--- src/rtl/mem_port_arbiter_if.sv ---
// Request/grant and memory bus bundle for the three-requester memory arbiter.
// The "master" side is everything around the arbiter: loader, fetch, data port and RAM.
// The "slave" side is the arbiter itself.
interface mem_port_arbiter_if #(
  parameter int ADDR_W = 32
);
  // boot loader (write-only)
  logic              ld_req;
  logic [ADDR_W-1:0] ld_addr;
  logic [31:0]       ld_wdata;
  logic              ld_done;
  logic              ld_gnt;
  // instruction fetch (read-only)
  logic              if_req;
  logic [ADDR_W-1:0] if_addr;
  logic              if_gnt;
  logic              if_rvalid;
  logic [31:0]       if_rdata;
  // core data access
  logic              d_req;
  logic              d_we;
  logic [3:0]        d_be;
  logic [ADDR_W-1:0] d_addr;
  logic [31:0]       d_wdata;
  logic              d_gnt;
  logic              d_rvalid;
  logic [31:0]       d_rdata;
  // single-port RAM
  logic              mem_en;
  logic              mem_we;
  logic [3:0]        mem_be;
  logic [ADDR_W-1:0] mem_addr;
  logic [31:0]       mem_wdata;
  logic [31:0]       mem_rdata;

  modport master (
    output ld_req, ld_addr, ld_wdata, ld_done,
    input  ld_gnt,
    output if_req, if_addr,
    input  if_gnt, if_rvalid, if_rdata,
    output d_req, d_we, d_be, d_addr, d_wdata,
    input  d_gnt, d_rvalid, d_rdata,
    input  mem_en, mem_we, mem_be, mem_addr, mem_wdata,
    output mem_rdata
  );

  modport slave (
    input  ld_req, ld_addr, ld_wdata, ld_done,
    output ld_gnt,
    input  if_req, if_addr,
    output if_gnt, if_rvalid, if_rdata,
    input  d_req, d_we, d_be, d_addr, d_wdata,
    output d_gnt, d_rvalid, d_rdata,
    output mem_en, mem_we, mem_be, mem_addr, mem_wdata,
    input  mem_rdata
  );
endinterface

--- src/rtl/mem_port_arbiter.sv ---
// Shares one single-port synchronous RAM between a boot loader, instruction
// fetch and core data access. BOOT lets only the loader write while the core
// is held; RUN gives data priority over fetch with a fetch starvation guard.
module mem_port_arbiter #(
  parameter int ADDR_W       = 32,
  parameter int STARVE_LIMIT = 4
) (
  input  logic clk,
  input  logic reset,
  input  logic boot_en,
  output logic core_hold,
  mem_port_arbiter_if.slave bus
);

  localparam int CNT_W = $clog2(STARVE_LIMIT + 1);
  localparam logic [CNT_W-1:0] LIMIT = CNT_W'(STARVE_LIMIT);

  typedef enum logic {
    BOOT = 1'b0,
    RUN  = 1'b1
  } state_t;

  state_t           state_reg, state_next;
  logic [CNT_W-1:0] starve_cnt_reg, starve_cnt_next;
  logic             if_rvalid_reg, d_rvalid_reg;
  logic             fetch_wins;

  // State, starvation counter and read-valid pipeline registers
  always_ff @(posedge clk) begin
    if (reset) begin
      state_reg      <= boot_en ? BOOT : RUN;
      starve_cnt_reg <= '0;
      if_rvalid_reg  <= 1'b0;
      d_rvalid_reg   <= 1'b0;
    end else begin
      state_reg      <= state_next;
      starve_cnt_reg <= starve_cnt_next;
      if_rvalid_reg  <= bus.if_gnt;
      d_rvalid_reg   <= bus.d_gnt & ~bus.d_we;
    end
  end

  // Next state, grants and RAM bus steering from the current requests
  always_comb begin
    state_next    = state_reg;
    core_hold     = 1'b1;
    bus.ld_gnt    = 1'b0;
    bus.if_gnt    = 1'b0;
    bus.d_gnt     = 1'b0;
    bus.mem_en    = 1'b0;
    bus.mem_we    = 1'b0;
    bus.mem_be    = 4'b0000;
    bus.mem_addr  = '0;
    bus.mem_wdata = '0;
    // fetch takes the slot when alone, or when it has been denied long enough
    fetch_wins    = bus.if_req && (!bus.d_req || starve_cnt_reg == LIMIT);

    if (!reset) begin
      case (state_reg)
        BOOT: begin
          // the loader write in the ld_done cycle is still honoured
          if (bus.ld_req) begin
            bus.ld_gnt    = 1'b1;
            bus.mem_en    = 1'b1;
            bus.mem_we    = 1'b1;
            bus.mem_be    = 4'b1111;
            bus.mem_addr  = bus.ld_addr;
            bus.mem_wdata = bus.ld_wdata;
          end
          if (bus.ld_done) begin
            state_next = RUN;
          end
        end
        RUN: begin
          core_hold = 1'b0;
          if (fetch_wins) begin
            bus.if_gnt   = 1'b1;
            bus.mem_en   = 1'b1;
            bus.mem_be   = 4'b1111;
            bus.mem_addr = bus.if_addr;
          end else if (bus.d_req) begin
            bus.d_gnt     = 1'b1;
            bus.mem_en    = 1'b1;
            bus.mem_we    = bus.d_we;
            bus.mem_be    = bus.d_we ? bus.d_be : 4'b1111;
            bus.mem_addr  = bus.d_addr;
            bus.mem_wdata = bus.d_wdata;
          end
        end
        default: state_next = RUN;
      endcase
    end
  end

  // Starvation counter: counts denied fetch cycles, saturating at the limit
  always_comb begin
    starve_cnt_next = '0;
    if (bus.if_req && !bus.if_gnt) begin
      starve_cnt_next = (starve_cnt_reg == LIMIT) ? LIMIT : starve_cnt_reg + 1'b1;
    end
  end

  // Read return: fixed one-cycle latency, rvalid dropped immediately by reset
  always_comb begin
    bus.if_rvalid = if_rvalid_reg & ~reset;
    bus.d_rvalid  = d_rvalid_reg & ~reset;
    bus.if_rdata  = bus.mem_rdata;
    bus.d_rdata   = bus.mem_rdata;
  end

endmodule

--- src/flat_wrapper.sv ---
// flat-port wrapper written by rule: the top's interface ports become plain ports
module mem_port_arbiter_flat 
#(
  parameter int ADDR_W       = 32,
  parameter int STARVE_LIMIT = 4
)
  (clk, reset, boot_en, core_hold, bus_ld_req, bus_ld_addr, bus_ld_wdata, bus_ld_done, bus_ld_gnt, bus_if_req, bus_if_addr, bus_if_gnt, bus_if_rvalid, bus_if_rdata, bus_d_req, bus_d_we, bus_d_be, bus_d_addr, bus_d_wdata, bus_d_gnt, bus_d_rvalid, bus_d_rdata, bus_mem_en, bus_mem_we, bus_mem_be, bus_mem_addr, bus_mem_wdata, bus_mem_rdata);
  mem_port_arbiter_if #(.ADDR_W(ADDR_W)) bus_i ();
  input  logic clk;
  input  logic reset;
  input  logic boot_en;
  output logic core_hold;
  input wire logic [$bits(bus_i.ld_req)-1:0] bus_ld_req;
  input wire logic [$bits(bus_i.ld_addr)-1:0] bus_ld_addr;
  input wire logic [$bits(bus_i.ld_wdata)-1:0] bus_ld_wdata;
  input wire logic [$bits(bus_i.ld_done)-1:0] bus_ld_done;
  output wire logic [$bits(bus_i.ld_gnt)-1:0] bus_ld_gnt;
  input wire logic [$bits(bus_i.if_req)-1:0] bus_if_req;
  input wire logic [$bits(bus_i.if_addr)-1:0] bus_if_addr;
  output wire logic [$bits(bus_i.if_gnt)-1:0] bus_if_gnt;
  output wire logic [$bits(bus_i.if_rvalid)-1:0] bus_if_rvalid;
  output wire logic [$bits(bus_i.if_rdata)-1:0] bus_if_rdata;
  input wire logic [$bits(bus_i.d_req)-1:0] bus_d_req;
  input wire logic [$bits(bus_i.d_we)-1:0] bus_d_we;
  input wire logic [$bits(bus_i.d_be)-1:0] bus_d_be;
  input wire logic [$bits(bus_i.d_addr)-1:0] bus_d_addr;
  input wire logic [$bits(bus_i.d_wdata)-1:0] bus_d_wdata;
  output wire logic [$bits(bus_i.d_gnt)-1:0] bus_d_gnt;
  output wire logic [$bits(bus_i.d_rvalid)-1:0] bus_d_rvalid;
  output wire logic [$bits(bus_i.d_rdata)-1:0] bus_d_rdata;
  output wire logic [$bits(bus_i.mem_en)-1:0] bus_mem_en;
  output wire logic [$bits(bus_i.mem_we)-1:0] bus_mem_we;
  output wire logic [$bits(bus_i.mem_be)-1:0] bus_mem_be;
  output wire logic [$bits(bus_i.mem_addr)-1:0] bus_mem_addr;
  output wire logic [$bits(bus_i.mem_wdata)-1:0] bus_mem_wdata;
  input wire logic [$bits(bus_i.mem_rdata)-1:0] bus_mem_rdata;
  assign bus_i.ld_req = bus_ld_req;
  assign bus_i.ld_addr = bus_ld_addr;
  assign bus_i.ld_wdata = bus_ld_wdata;
  assign bus_i.ld_done = bus_ld_done;
  assign bus_ld_gnt = bus_i.ld_gnt;
  assign bus_i.if_req = bus_if_req;
  assign bus_i.if_addr = bus_if_addr;
  assign bus_if_gnt = bus_i.if_gnt;
  assign bus_if_rvalid = bus_i.if_rvalid;
  assign bus_if_rdata = bus_i.if_rdata;
  assign bus_i.d_req = bus_d_req;
  assign bus_i.d_we = bus_d_we;
  assign bus_i.d_be = bus_d_be;
  assign bus_i.d_addr = bus_d_addr;
  assign bus_i.d_wdata = bus_d_wdata;
  assign bus_d_gnt = bus_i.d_gnt;
  assign bus_d_rvalid = bus_i.d_rvalid;
  assign bus_d_rdata = bus_i.d_rdata;
  assign bus_mem_en = bus_i.mem_en;
  assign bus_mem_we = bus_i.mem_we;
  assign bus_mem_be = bus_i.mem_be;
  assign bus_mem_addr = bus_i.mem_addr;
  assign bus_mem_wdata = bus_i.mem_wdata;
  assign bus_i.mem_rdata = bus_mem_rdata;
  mem_port_arbiter #(.ADDR_W(ADDR_W), .STARVE_LIMIT(STARVE_LIMIT)) u_core (.clk(clk), .reset(reset), .boot_en(boot_en), .core_hold(core_hold), .bus(bus_i));
endmodule
--- config.mk ---
export PLATFORM = sky130hd
export DESIGN_NAME = mem_port_arbiter_flat
export DESIGN_NICKNAME = d
export VERILOG_FILES = /design/src/rtl/mem_port_arbiter_if.sv /design/src/rtl/mem_port_arbiter.sv /design/src/flat_wrapper.sv
export SDC_FILE = /design/constraint.sdc
export NUM_CORES = 1
export LEC_CHECK = 0
export BUFFER_PORTS_ARGS = -buffer_cell sky130_fd_sc_hd__buf_2
export CAP_MARGIN = 5
export CORE_AREA = 4 4 131 133
export CTS_BUF_LIST = sky130_fd_sc_hd__clkbuf_8
export CTS_CLUSTER_SIZE = 14
export DETAILED_ROUTE_END_ITERATION = 8
export DIE_AREA = 0 0 135 137
export PLACE_DENSITY_LB_ADDON = 0.2
export SLEW_MARGIN = 5
export SYNTH_ARGS = -nofsm -noshare
export SYNTH_HDL_FRONTEND = slang
export SYNTH_SLANG_ARGS = --single-unit
--- constraint.sdc ---
create_clock -name clk -period 2.3 [get_ports clk]
set_input_delay 0.69 -clock clk [delete_from_list [all_inputs] [get_ports clk]]
set_output_delay 0.69 -clock clk [all_outputs]
set_load 0.02 [all_outputs]
== After elaboration in Yosys (flattened, before gate mapping) ==
Cells that the tools add are included.

* Register bits: 6
* Bits of input ports: 204
* Output and inout port bits: 140

* $add $sub $neg: 1
* Equality and inequality tests: 1
* Mux-type cells: 40
* Bitwise logic cells: 7
* Reductions and logical operators: 7

{| class="wikitable"
|+ Operators with widths
! operator !! number
|-
| 32-bit 2-to-1 mux || 8
|-
| 32-bit one-hot mux with 2 select lines || 2
|-
| 1-bit 2-to-1 mux || 21
|-
| 4-bit 2-to-1 mux || 5
|-
| 4-bit one-hot mux with 2 select lines || 1
|-
| 1-bit inverter || 4
|-
| 1-bit one-hot mux with 2 select lines || 2
|-
| 3-bit by 1-bit adder with 3-bit output, second input constant || 1
|-
| 1-bit bitwise AND || 3
|-
| 3-bit == test, second input constant || 1
|-
| 3-bit 2-to-1 mux || 1
|-
| 3-bit OR reduction || 1
|-
| 1-bit logical AND || 2
|-
| 1-bit logical NOT || 2
|-
| 2-bit OR reduction || 1
|-
| 1-bit logical OR || 1
|}

== Longest topological paths before layout ==
Gate-level depths: netlist of run 1.

* Depth in word-level cells: 10
* Gate-level depth with buffers: 7
* Gate-level depth less buffers: 5

== Least setup slack after synthesis of run 1 ==
Ideal clock, no wire load.

* Kind: input port to output port
* From: input reset
* To: output bus_mem_wdata[22]
* Arrival: 1.749 ns
* Required time: 1.610 ns
* Setup slack: -0.139 ns
* Cell stages on the path: 5
* Path buffers: 3
* Cells stage by stage: nor3b_1 > buf_2 > buf_2 > buf_2 > a22o_1

* Cells in the longest elaborated chain, start to end: 1

{| class="wikitable"
|+ Ends and longest elaborated chain
! element !! line !! source
|-
| start: declaration || flat_wrapper.sv:10 || <nowiki>input logic reset;</nowiki>
|-
| 32-bit 2-to-1 mux || mem_port_arbiter.sv:58 || <nowiki>if (!reset) begin</nowiki>
|-
| end: declaration || flat_wrapper.sv:35 || <nowiki>output wire logic [$bits(bus_i.mem_wdata)-1:0] bus_mem_wdata;</nowiki>
|}

Every way passes these cells.

== Worst setup path in the final report of run 1 ==
* From: input bus_if_req
* To: output bus_mem_addr[24]

* Cells in the longest elaborated chain, start to end: 4

{| class="wikitable"
|+ Ends and longest elaborated chain
! element !! line !! source
|-
| start: declaration || flat_wrapper.sv:18 || <nowiki>input wire logic [$bits(bus_i.if_req)-1:0] bus_if_req;</nowiki>
|-
| 1-bit logical AND || mem_port_arbiter.sv:56 || <nowiki>fetch_wins = bus.if_req && (!bus.d_req || starve_cnt_reg == LIMIT);</nowiki>
|-
| 32-bit 2-to-1 mux || mem_port_arbiter.sv:76 || <nowiki>if (fetch_wins) begin</nowiki>
|-
| 32-bit one-hot mux with 2 select lines || mem_port_arbiter.sv:59 || <nowiki>case (state_reg)</nowiki>
|-
| 32-bit 2-to-1 mux || mem_port_arbiter.sv:58 ||
|-
| end: declaration || flat_wrapper.sv:34 || <nowiki>output wire logic [$bits(bus_i.mem_addr)-1:0] bus_mem_addr;</nowiki>
|}

Every way passes these cells.

==> results.json, run 1 <==
{
  "outcome": "finished with violations",
  "violations": "negative setup slack",
  "crit_type": "input pin to output pin",
  "yosysWarnings": 0,
  "largest_register_ffs": 3,
  "drc_errors": 0,
  "ctsLongestPathBuffers": 2,
  "h-tree-depth": 1,
  "synth_cells": 227,
  "dr.first_iter.drc_count": 82,
  "place_congestion": 0.777,
  "start_util_pct": 11.1,
  "grt_pass1_vias": 2637,
  "multi_input_area_um2": 1230,
  "finalPower_mw": 1.02,
  "final_cells": 653,
  "port_buffers": 247,
  "cts_tree": "built",
  "peakVddDrop_mv": 0.355,
  "num-nets-final": 645,
  "cp-startpoint": "bus_if_req",
  "min_path_type": "flop to flop",
  "critical_path_arrival_ns": 1.85,
  "route.detailed.wl_per_inst_um": 18.8,
  "detail_route.vias_per_cell": 3.88,
  "maxCapViolCount": 0,
  "io_pins": 344,
  "synth_cell_types": 25,
  "n_fill_cell": 1729,
  "core_um2": 15800,
  "fin_util_pct": 25.0,
  "rsz0062_at_grt": "yes",
  "syn2layout_area_growth_pct": 125,
  "fin_ws_ns": -0.239,
  "insertion_delay_ns": 0.22,
  "groute.usage.overall_pct": 11.3,
  "cts_made_buffers": 3,
  "critPathCaptureType": "output pin",
  "crit_end": "bus_mem_addr[24]",
  "timing.fmax_mhz": 394,
  "finalCriticalPeriod_ns": 2.54,
  "power_density_nw_per_um2": 258,
  "ys_seq_area_share_pct": 6.84,
  "seqCellArea_um2": 123,
  "clk_pin_slew_worst_paths_ns": 0.03,
  "rows": 46,
  "finalHoldViolCount": 0,
  "die-area_um2": 18500,
  "grt_overflow": 0,
  "totalWireLength_mm": 12.3,
  "grt_pass1_wl_mm": 16.1,
  "syn_nets": 433,
  "cts_hold_buf": 0,
  "r2r-start": "u_core.starve_cnt_reg[1]$_SDFF_PP0_",
  "ant_nets": 0,
  "drive_gt1_share_pct": 76.2,
  "grt_max_degree": 25,
  "antenna_found_initial": 1,
  "rrSetupSlack_ns": 0.80,
  "hpwlAfterDp_mm": 9.06,
  "root_buffer": "clkbuf_8",
  "setup_violations": 65,
  "slew_viol_final": 0,
  "fp.dieW_um": 135,
  "chipHeight_um": 137,
  "clock_sinks": 6,
  "p_leak_nw": 2.03,
  "synth-seq-cells": 6,
  "antennaDiodeCount": 0,
  "synth_area_per_cell_um2": 7.74,
  "rr_worst_depth": 8,
  "worst_slew_pin_slew_ns": 0.477,
  "maxSlewHeadroom_pct": 68.1,
  "r2r_end": "u_core.d_rvalid_reg$_SDFF_PP0_",
  "drtPass1Iterations": 4,
  "tns_ns": -10.69,
  "fin_worst_skew_ns": 0.00421,
  "crit_required_ns": 1.61,
  "syn_area_um2": 1760,
  "fin_crit_sh_pct": 110,
  "dr_total_vias": 2534,
  "dp_cells": 627,
  "critPathMaxFanout": 11,
  "cp-start-kind": "input pin"
}
## synthesized netlist by cell type
library cell  instances  area, µm²
buf_4                65        488
nor3b_1               1       7.51
dfxtp_1               6        120
nand2_1               3       11.3
buf_1                 1       3.75
o21ai_0               5       25.0
o21bai_1              1       7.51
nand3_1               3       15.0
clkbuf_1              5       18.8
a221o_1              32        320
nor2b_1               3       18.8
and2_1               33        206
buf_2                 8       40.0
a21oi_1               2       10.0
a21bo_1               1       10.0
and4b_1               1       10.0
and3_1                2       12.5
a31oi_1               4       25.0
nor3_1                2       10.0
a22o_1               32        280
nor2_1                5       18.8
inv_1                 4       15.0
buf_6                 4       45.0
nand2b_1              2       12.5
ha_1                  2       25.0
## area by class of cell
| class | instances | area share [%] |
|---|---|---|
| Tap cell | 216 | 6.83 |
| Sequential cell | 6 | 3.10 |
| Inverter | 4 | 0.379 |
| Clock buffer | 3 | 1.04 |
| Multi-Input combinational cell | 134 | 31.0 |
| Timing Repair Buffer | 290 | 57.7 |
## worst min-delay path by stage
stage                                             start                             endpoint  depth (start not counted)
global placement    u_core.starve_cnt_reg[0]$_SDFF_PP0_  u_core.starve_cnt_reg[0]$_SDFF_PP0_                          2
global route        u_core.starve_cnt_reg[0]$_SDFF_PP0_  u_core.starve_cnt_reg[0]$_SDFF_PP0_                          2
CTS                 u_core.starve_cnt_reg[0]$_SDFF_PP0_  u_core.starve_cnt_reg[0]$_SDFF_PP0_                          2
detailed placement  u_core.starve_cnt_reg[0]$_SDFF_PP0_  u_core.starve_cnt_reg[0]$_SDFF_PP0_                          2
floorplan           u_core.starve_cnt_reg[0]$_SDFF_PP0_  u_core.starve_cnt_reg[0]$_SDFF_PP0_                          1
finish              u_core.starve_cnt_reg[0]$_SDFF_PP0_  u_core.starve_cnt_reg[0]$_SDFF_PP0_                          2
## timing repair
action,in CTS,in global routing
resized for setup,119,73
endpoints found under the setup margin,67,72
gates cloned,9,1
setup buffers,11,4
pin swaps,13,27
endpoints found under the hold margin,0,0
## metrics by stage
step                hold slack, ns  setup WS [ns]  area, µm²
CTS                          0.518         -0.249       3700
global placement             0.493         -0.316       2940
detailed placement           0.513         -0.321       2940
global route                 0.522         -0.259       3960
finish                       0.504         -0.239       3960
floorplan                    0.417        -0.0649       1860
## worst max-delay path, cell delays in order
cell and delay (ns):
buf_8 0.08, nand3_4 0.07, and4b_4 0.23, buf_12 0.15, buf_12 0.14, a221o_1 0.34, buf_6 0.14
## cell families (layout without fill, tap and decap cells)
logic type	Yosys count	in the layout	synth area share, %
AND/OR/NAND/NOR	55	55	18.4
buffers and inverters	87	297	34.8
adder cells (fa/ha/maj)	2	2	1.42
AO/OA/AOI/OAI	77	77	38.6
flip-flops	6	6	6.84
## power by group
part	internal, mW	switching, mW	total (mW)
clock	0.112	0.0405	0.153
sequential	0.109	0.00411	0.113
combinational	0.419	0.336	0.755
total	0.641	0.380	1.02
## cell usage in the layout, fill, tap and decap left out, types with 2 or more instances in the layout
cell type  instances
inv_1              2
buf_2            181
a31oi_1            3
nor3_1             2
nor2b_1            3
buf_16             6
buf_6             65
and2_4            18
nor2_1             5
nand2_1            2
a21oi_1            2
a221o_1           32
dfxtp_2            2
buf_4             20
clkbuf_8           3
o21ai_0            5
and2_1            15
buf_8              7
a22o_4            11
a22o_1            21
nand2b_1           2
dfxtp_1            4
inv_2              2
nand3_1            2
buf_12            10
## metal layers
layer	GRT usage (%)	vias to the layer above	wire (µm)
met5	0	-	13
met4	1.06	2	95
met3	3.05	10	1070
met2	20.7	146	6350
met1	13.8	1165	4730
li1	-	1211	-
(Power assumes the default switching activity.)
==> run 2: changes to the inputs <==
--- a/config.mk
+++ b/config.mk
@@ -5,13 +5,13 @@
 export SDC_FILE = /design/constraint.sdc
 export NUM_CORES = 1
 export LEC_CHECK = 0
-export BUFFER_PORTS_ARGS = -buffer_cell sky130_fd_sc_hd__buf_2
 export CAP_MARGIN = 5
-export CORE_AREA = 4 4 131 133
-export CTS_BUF_LIST = sky130_fd_sc_hd__clkbuf_8
+export CORE_AREA = 4 4 132 134
+export CTS_BUF_LIST = sky130_fd_sc_hd__clkbuf_16
 export CTS_CLUSTER_SIZE = 14
 export DETAILED_ROUTE_END_ITERATION = 8
-export DIE_AREA = 0 0 135 137
+export DIE_AREA = 0 0 136 138
+export DONT_BUFFER_PORTS = 1
 export PLACE_DENSITY_LB_ADDON = 0.2
 export SLEW_MARGIN = 5
 export SYNTH_ARGS = -nofsm -noshare
==> results.json, run 2 (synthesis gave the netlist of run 1 again) <==
{
  "rrSetupSlack_ns": 0.77,
  "finalHoldViolCount": 0,
  "place_congestion": 0.726,
  "start_util_pct": 10.8,
  "dp_cells": 390,
  "seqCellArea_um2": 124,
  "use_met2_pct": 14.4,
  "cts_made_buffers": 3,
  "h-tree-depth": 1,
  "io_pins": 344,
  "rr_worst_depth": 7,
  "dr.first_iter.drc_count": 65,
  "gr-usage-met3_pct": 2.00,
  "r2r_end": "u_core.d_rvalid_reg$_SDFF_PP0_",
  "crit_type": "flop to output pin",
  "fin_worst_skew_ns": 0.00116,
  "ctsLongestPathBuffers": 2,
  "totalWireLength_mm": 9.01,
  "maxCapViolCount": 0,
  "final_cells": 405,
  "antenna_found_initial": 0,
  "timing.fmax_mhz": 404,
  "fin_ws_ns": -0.176,
  "worst_slew_pin_slew_ns": 0.410,
  "final_cell_mix": "and2_1 (33), a221o_1 (32), a22o_4 (31)",
  "slew_viol_final": 0,
  "grt_pass1_vias": 1807,
  "hpwlAfterDp_mm": 6.49,
  "critical_path_arrival_ns": 1.79,
  "min_path_type": "flop to flop",
  "cts_tree": "built",
  "pwr-share-comb_pct": 51.6,
  "clockPowerShare_pct": 34.2,
  "port_buffers": 0,
  "worst_hold_path.endpoint": "u_core.starve_cnt_reg[0]$_SDFF_PP0_",
  "n_fill_cell": 1833,
  "critPathCaptureType": "output pin",
  "ant_nets": 0,
  "die-area_um2": 18800,
  "cp-start-kind": "flop",
  "switching_power_mw": 0.299,
  "p_seq_share_pct": 14.2,
  "fp.dieW_um": 136,
  "grt_pass1_wl_mm": 11.8,
  "syn2layout_area_growth_pct": 31.8,
  "clock_sinks": 6,
  "cp-startpoint": "u_core.starve_cnt_reg[0]$_SDFF_PP0_",
  "met1_usage_pct": 9.34,
  "chipHeight_um": 138,
  "critPathMaxFanout": 9,
  "num-nets-final": 393,
  "netSwitchingFraction_pct": 36.6,
  "hold_depth": 2,
  "root_buffer": "clkbuf_16",
  "maxSlewHeadroom_pct": 72.6,
  "peakVddDrop_mv": 0.321,
  "rsz0062_at_grt": "yes",
  "multi_input_area_um2": 1360,
  "crit_required_ns": 1.61,
  "grt_max_degree": 34,
  "outcome": "finished with violations",
  "setup_violations": 63,
  "groute.usage.overall_pct": 8.02,
  "dr_total_vias": 1710,
  "internal-power_mw": 0.518,
  "power_density_nw_per_um2": 353,
  "core_um2": 16300,
  "insertion_delay_ns": 0.23,
  "largest_register_ffs": 3,
  "clk_pin_slew_worst_paths_ns": 0.03,
  "antennaDiodeCount": 0,
  "drc_errors": 0,
  "fin_crit_sh_pct": 108,
  "rows": 47,
  "drtPass1Iterations": 6,
  "p_leak_nw": 0.933,
  "finalCriticalPeriod_ns": 2.48,
  "finalPower_mw": 0.817,
  "violations": "negative setup slack",
  "r2r-start": "u_core.starve_cnt_reg[1]$_SDFF_PP0_",
  "top_usage_layer": "met2",
  "final_common_cell": "and2_1",
  "drive_gt1_share_pct": 45.9,
  "detail_route.vias_per_cell": 4.22,
  "grt_overflow": 0,
  "route.detailed.wl_per_inst_um": 22.2,
  "min_from": "u_core.starve_cnt_reg[0]$_SDFF_PP0_"
}
run 2: area by class of cell:
cell class	count	area share, %
Clock buffer	3	3.24
Sequential cell	6	5.35
Inverter	4	0.648
Multi-Input combinational cell	134	58.5
Tap cell	220	11.9
Timing Repair Buffer	38	20.4
run 2: stage by stage:
step                      cell area (µm²)  TNS [ns]  hold WS, ns  worst slack, ns  util (%)
after floorplan                      1860     -2.85        0.417          -0.0649         -
final                                2320     -5.69        0.499           -0.176      14.2
after CTS                            2260     -8.27        0.501           -0.204      13.9
after detailed placement             1780     -3.08        0.502           -0.126      10.9
after global routing                 2320     -9.62        0.519           -0.239      14.2
after global placement               1780     -3.37        0.494           -0.111      10.9
run 2: repair_timing:
item / in CTS / in global routing
gates cloned: 6 / 1
endpoints found under the setup margin: 67 / 69
gates resized for setup: 54 / 15
pin swaps: 29 / 10
hold buffers: 0 / 0
setup buffers: 7 / 2
run 2: worst max-delay path, stage by stage, from the launching register on:
cell and delay, ns:
dfxtp_2 0.31, inv_2 0.06, ha_4 0.15, nand3_2 0.08, and4b_4 0.29, buf_12 0.17
a221o_1 0.35, buf_6 0.14
run 2: worst max-delay path by stage:
stage	slack (ns)	endpoint	cells after the start
after floorplan	-0.06	bus_mem_wdata[10]	5
after global placement	-0.11	bus_mem_addr[16]	5
after detailed placement	-0.13	bus_mem_addr[15]	5
after CTS	-0.20	bus_mem_addr[14]	7
after global routing	-0.24	bus_mem_wdata[14]	7
final	-0.18	bus_mem_addr[15]	7
run 2: power by group through the flow:
stage / Combinational (mW) / Clock, mW / Sequential (mW)
after floorplan: 0.435 / 0 / 0.112
after global placement: 0.337 / 0 / 0.115
after detailed placement: 0.339 / 0 / 0.115
after CTS: 0.424 / 0.286 / 0.115
after global routing: 0.445 / 0.289 / 0.116
final: 0.422 / 0.279 / 0.116
run 2: per-layer routing:
| layer | share of wire [%] | vias up |
|---|---|---|
| li1 | - | 704 |
| met1 | 36 | 814 |
| met2 | 50 | 160 |
| met3 | 11 | 32 |
| met4 | 2.3 | 0 |
| met5 | 0 | - |
==> run 3: changes to the inputs <==
--- a/config.mk
+++ b/config.mk
@@ -6,6 +6,8 @@
 export NUM_CORES = 1
 export LEC_CHECK = 0
 export CAP_MARGIN = 5
+export CELL_PAD_IN_SITES_DETAIL_PLACEMENT = 1
+export CELL_PAD_IN_SITES_GLOBAL_PLACEMENT = 1
 export CORE_AREA = 4 4 132 134
 export CTS_BUF_LIST = sky130_fd_sc_hd__clkbuf_16
 export CTS_CLUSTER_SIZE = 14
==> results.json, run 3 (synthesis gave the netlist of run 1 again) <==
{
  "num-nets-final": 401,
  "finalHoldViolCount": 0,
  "clock_sinks": 6,
  "grt_max_degree": 55,
  "antennaDiodeCount": 0,
  "finalCriticalPeriod_ns": 2.50,
  "dr.first_iter.drc_count": 71,
  "route.detailed.wl_per_inst_um": 24.7,
  "rsz0062_at_grt": "yes",
  "insertion_delay_ns": 0.23,
  "ctsLongestPathBuffers": 2,
  "critical_path_arrival_ns": 1.81,
  "fin_worst_skew_ns": 0.000207,
  "port_buffers": 0,
  "die-area_um2": 18800,
  "seqCellArea_um2": 123,
  "drc_errors": 0,
  "critPathMaxFanout": 6,
  "final_cell_mix": "and2_1 (33), a22o_4 (32), a221o_1 (32)",
  "multi_input_area_um2": 1390,
  "timing.fmax_mhz": 400,
  "grt_pass1_wl_mm": 12.8,
  "ant_nets": 0,
  "clk_pin_slew_worst_paths_ns": 0.03,
  "switching_power_mw": 0.313,
  "core_um2": 16300,
  "final_cells": 413,
  "met1_usage_pct": 9.96,
  "internal-power_mw": 0.542,
  "worst_slew_pin_slew_ns": 0.411,
  "maxSlewHeadroom_pct": 72.5,
  "hpwlAfterDp_mm": 6.72,
  "maxCapViolCount": 0,
  "drtPass1Iterations": 4,
  "cts_tree": "built",
  "gr-usage-met3_pct": 2.14,
  "p_leak_nw": 1.02,
  "netSwitchingFraction_pct": 36.6,
  "fin_ws_ns": -0.202,
  "rows": 47,
  "largest_register_ffs": 3,
  "fin_crit_sh_pct": 109,
  "totalWireLength_mm": 10.2,
  "final_common_cell": "and2_1",
  "dp_cells": 389,
  "detail_route.vias_per_cell": 4.12,
  "use_met2_pct": 15.9,
  "crit_required_ns": 1.61,
  "clockPowerShare_pct": 33.1,
  "placed_area_um2": 1750,
  "crit_type": "flop to output pin",
  "critPathCaptureType": "output pin",
  "syn2layout_area_growth_pct": 42.7,
  "peakVddDrop_mv": 0.237,
  "post-place-ws_ns": -0.139,
  "dr_total_vias": 1700,
  "grt_overflow": 0,
  "power_density_nw_per_um2": 341,
  "setup_violations": 65,
  "io_pins": 344,
  "groute.usage.overall_pct": 8.83,
  "grt_pass1_vias": 1933,
  "chipHeight_um": 138,
  "place_congestion": 0.721,
  "p_seq_share_pct": 13.2,
  "root_buffer": "clkbuf_16",
  "min_path_type": "flop to flop",
  "start_util_pct": 10.8,
  "top_usage_layer": "met2",
  "antenna_found_initial": 0,
  "violations": "negative setup slack",
  "h-tree-depth": 1,
  "n_fill_cell": 1904,
  "fin_worst_hold_slack_ns": 0.511,
  "finalPower_mw": 0.856,
  "pwr-share-comb_pct": 53.7,
  "fin_area_um2": 2510,
  "cts_made_buffers": 3,
  "cp-start-kind": "flop",
  "fp.dieW_um": 136,
  "slew_viol_final": 0,
  "outcome": "finished with violations",
  "drive_gt1_share_pct": 48.7
}
-- run 3: worst paths after layout --
check | startpoint | slack, ns | cells past startpoint | endpoint
setup / recovery | u_core.starve_cnt_reg[0]$_SDFF_PP0_ | -0.20 | 7 | bus_mem_addr[29]
hold / removal | u_core.starve_cnt_reg[0]$_SDFF_PP0_ | 0.51 | 2 | u_core.starve_cnt_reg[0]$_SDFF_PP0_
setup reg to reg | u_core.starve_cnt_reg[0]$_SDFF_PP0_ | 0.86 | 6 | u_core.starve_cnt_reg[2]$_SDFF_PP0_
hold reg to reg | u_core.starve_cnt_reg[0]$_SDFF_PP0_ | 0.51 | 2 | u_core.starve_cnt_reg[0]$_SDFF_PP0_
-- run 3: power groups by stage --
stage | Combinational (mW) | Clock (mW) | Sequential [mW]
finish | 0.460 | 0.283 | 0.113
global route | 0.483 | 0.298 | 0.114
CTS | 0.429 | 0.291 | 0.113
detailed placement | 0.336 | 0 | 0.114
global placement | 0.334 | 0 | 0.114
floorplan | 0.435 | 0 | 0.112
-- run 3: cell type report --
| cell class | instances | share of cell area (%) |
|---|---|---|
| tap | 220 | 11.0 |
| timing repair buffer | 46 | 25.3 |
| sequential | 6 | 4.89 |
| clock buffer | 3 | 3.00 |
| multi-input combinational | 134 | 55.3 |
| inverter | 4 | 0.599 |
-- run 3: per-stage QoR --
stage                     util (%)  TNS (ns)
after floorplan                  -     -2.85
after global placement        10.7     -3.69
after detailed placement      10.7     -4.38
after CTS                     14.2    -10.74
after global routing          15.4    -14.80
final                         15.4     -9.82
-- run 3: per-layer routing --
| layer | vias to the layer above | wire length, µm |
|---|---|---|
| met5 | - | 0 |
| met4 | 0 | 255 |
| met3 | 30 | 930 |
| met2 | 138 | 5230 |
| met1 | 812 | 3800 |
| li1 | 720 | - |
-- run 3: timing repair --
item,in CTS,in global routing
cloned,4,5
pin swaps,36,32
buffers inserted,10,6
hold buffers,0,0
hold endpoints to repair,0,0
resized for setup,69,17
endpoints found under the setup margin,65,70
-- run 3: critical path, stage by stage (launching register included) --
cell	delay, ns
dfxtp_2	0.33
inv_2	0.04
ha_4	0.16
a21bo_1	0.20
and3_4	0.22
buf_12	0.17
a221o_1	0.32
buf_6	0.14
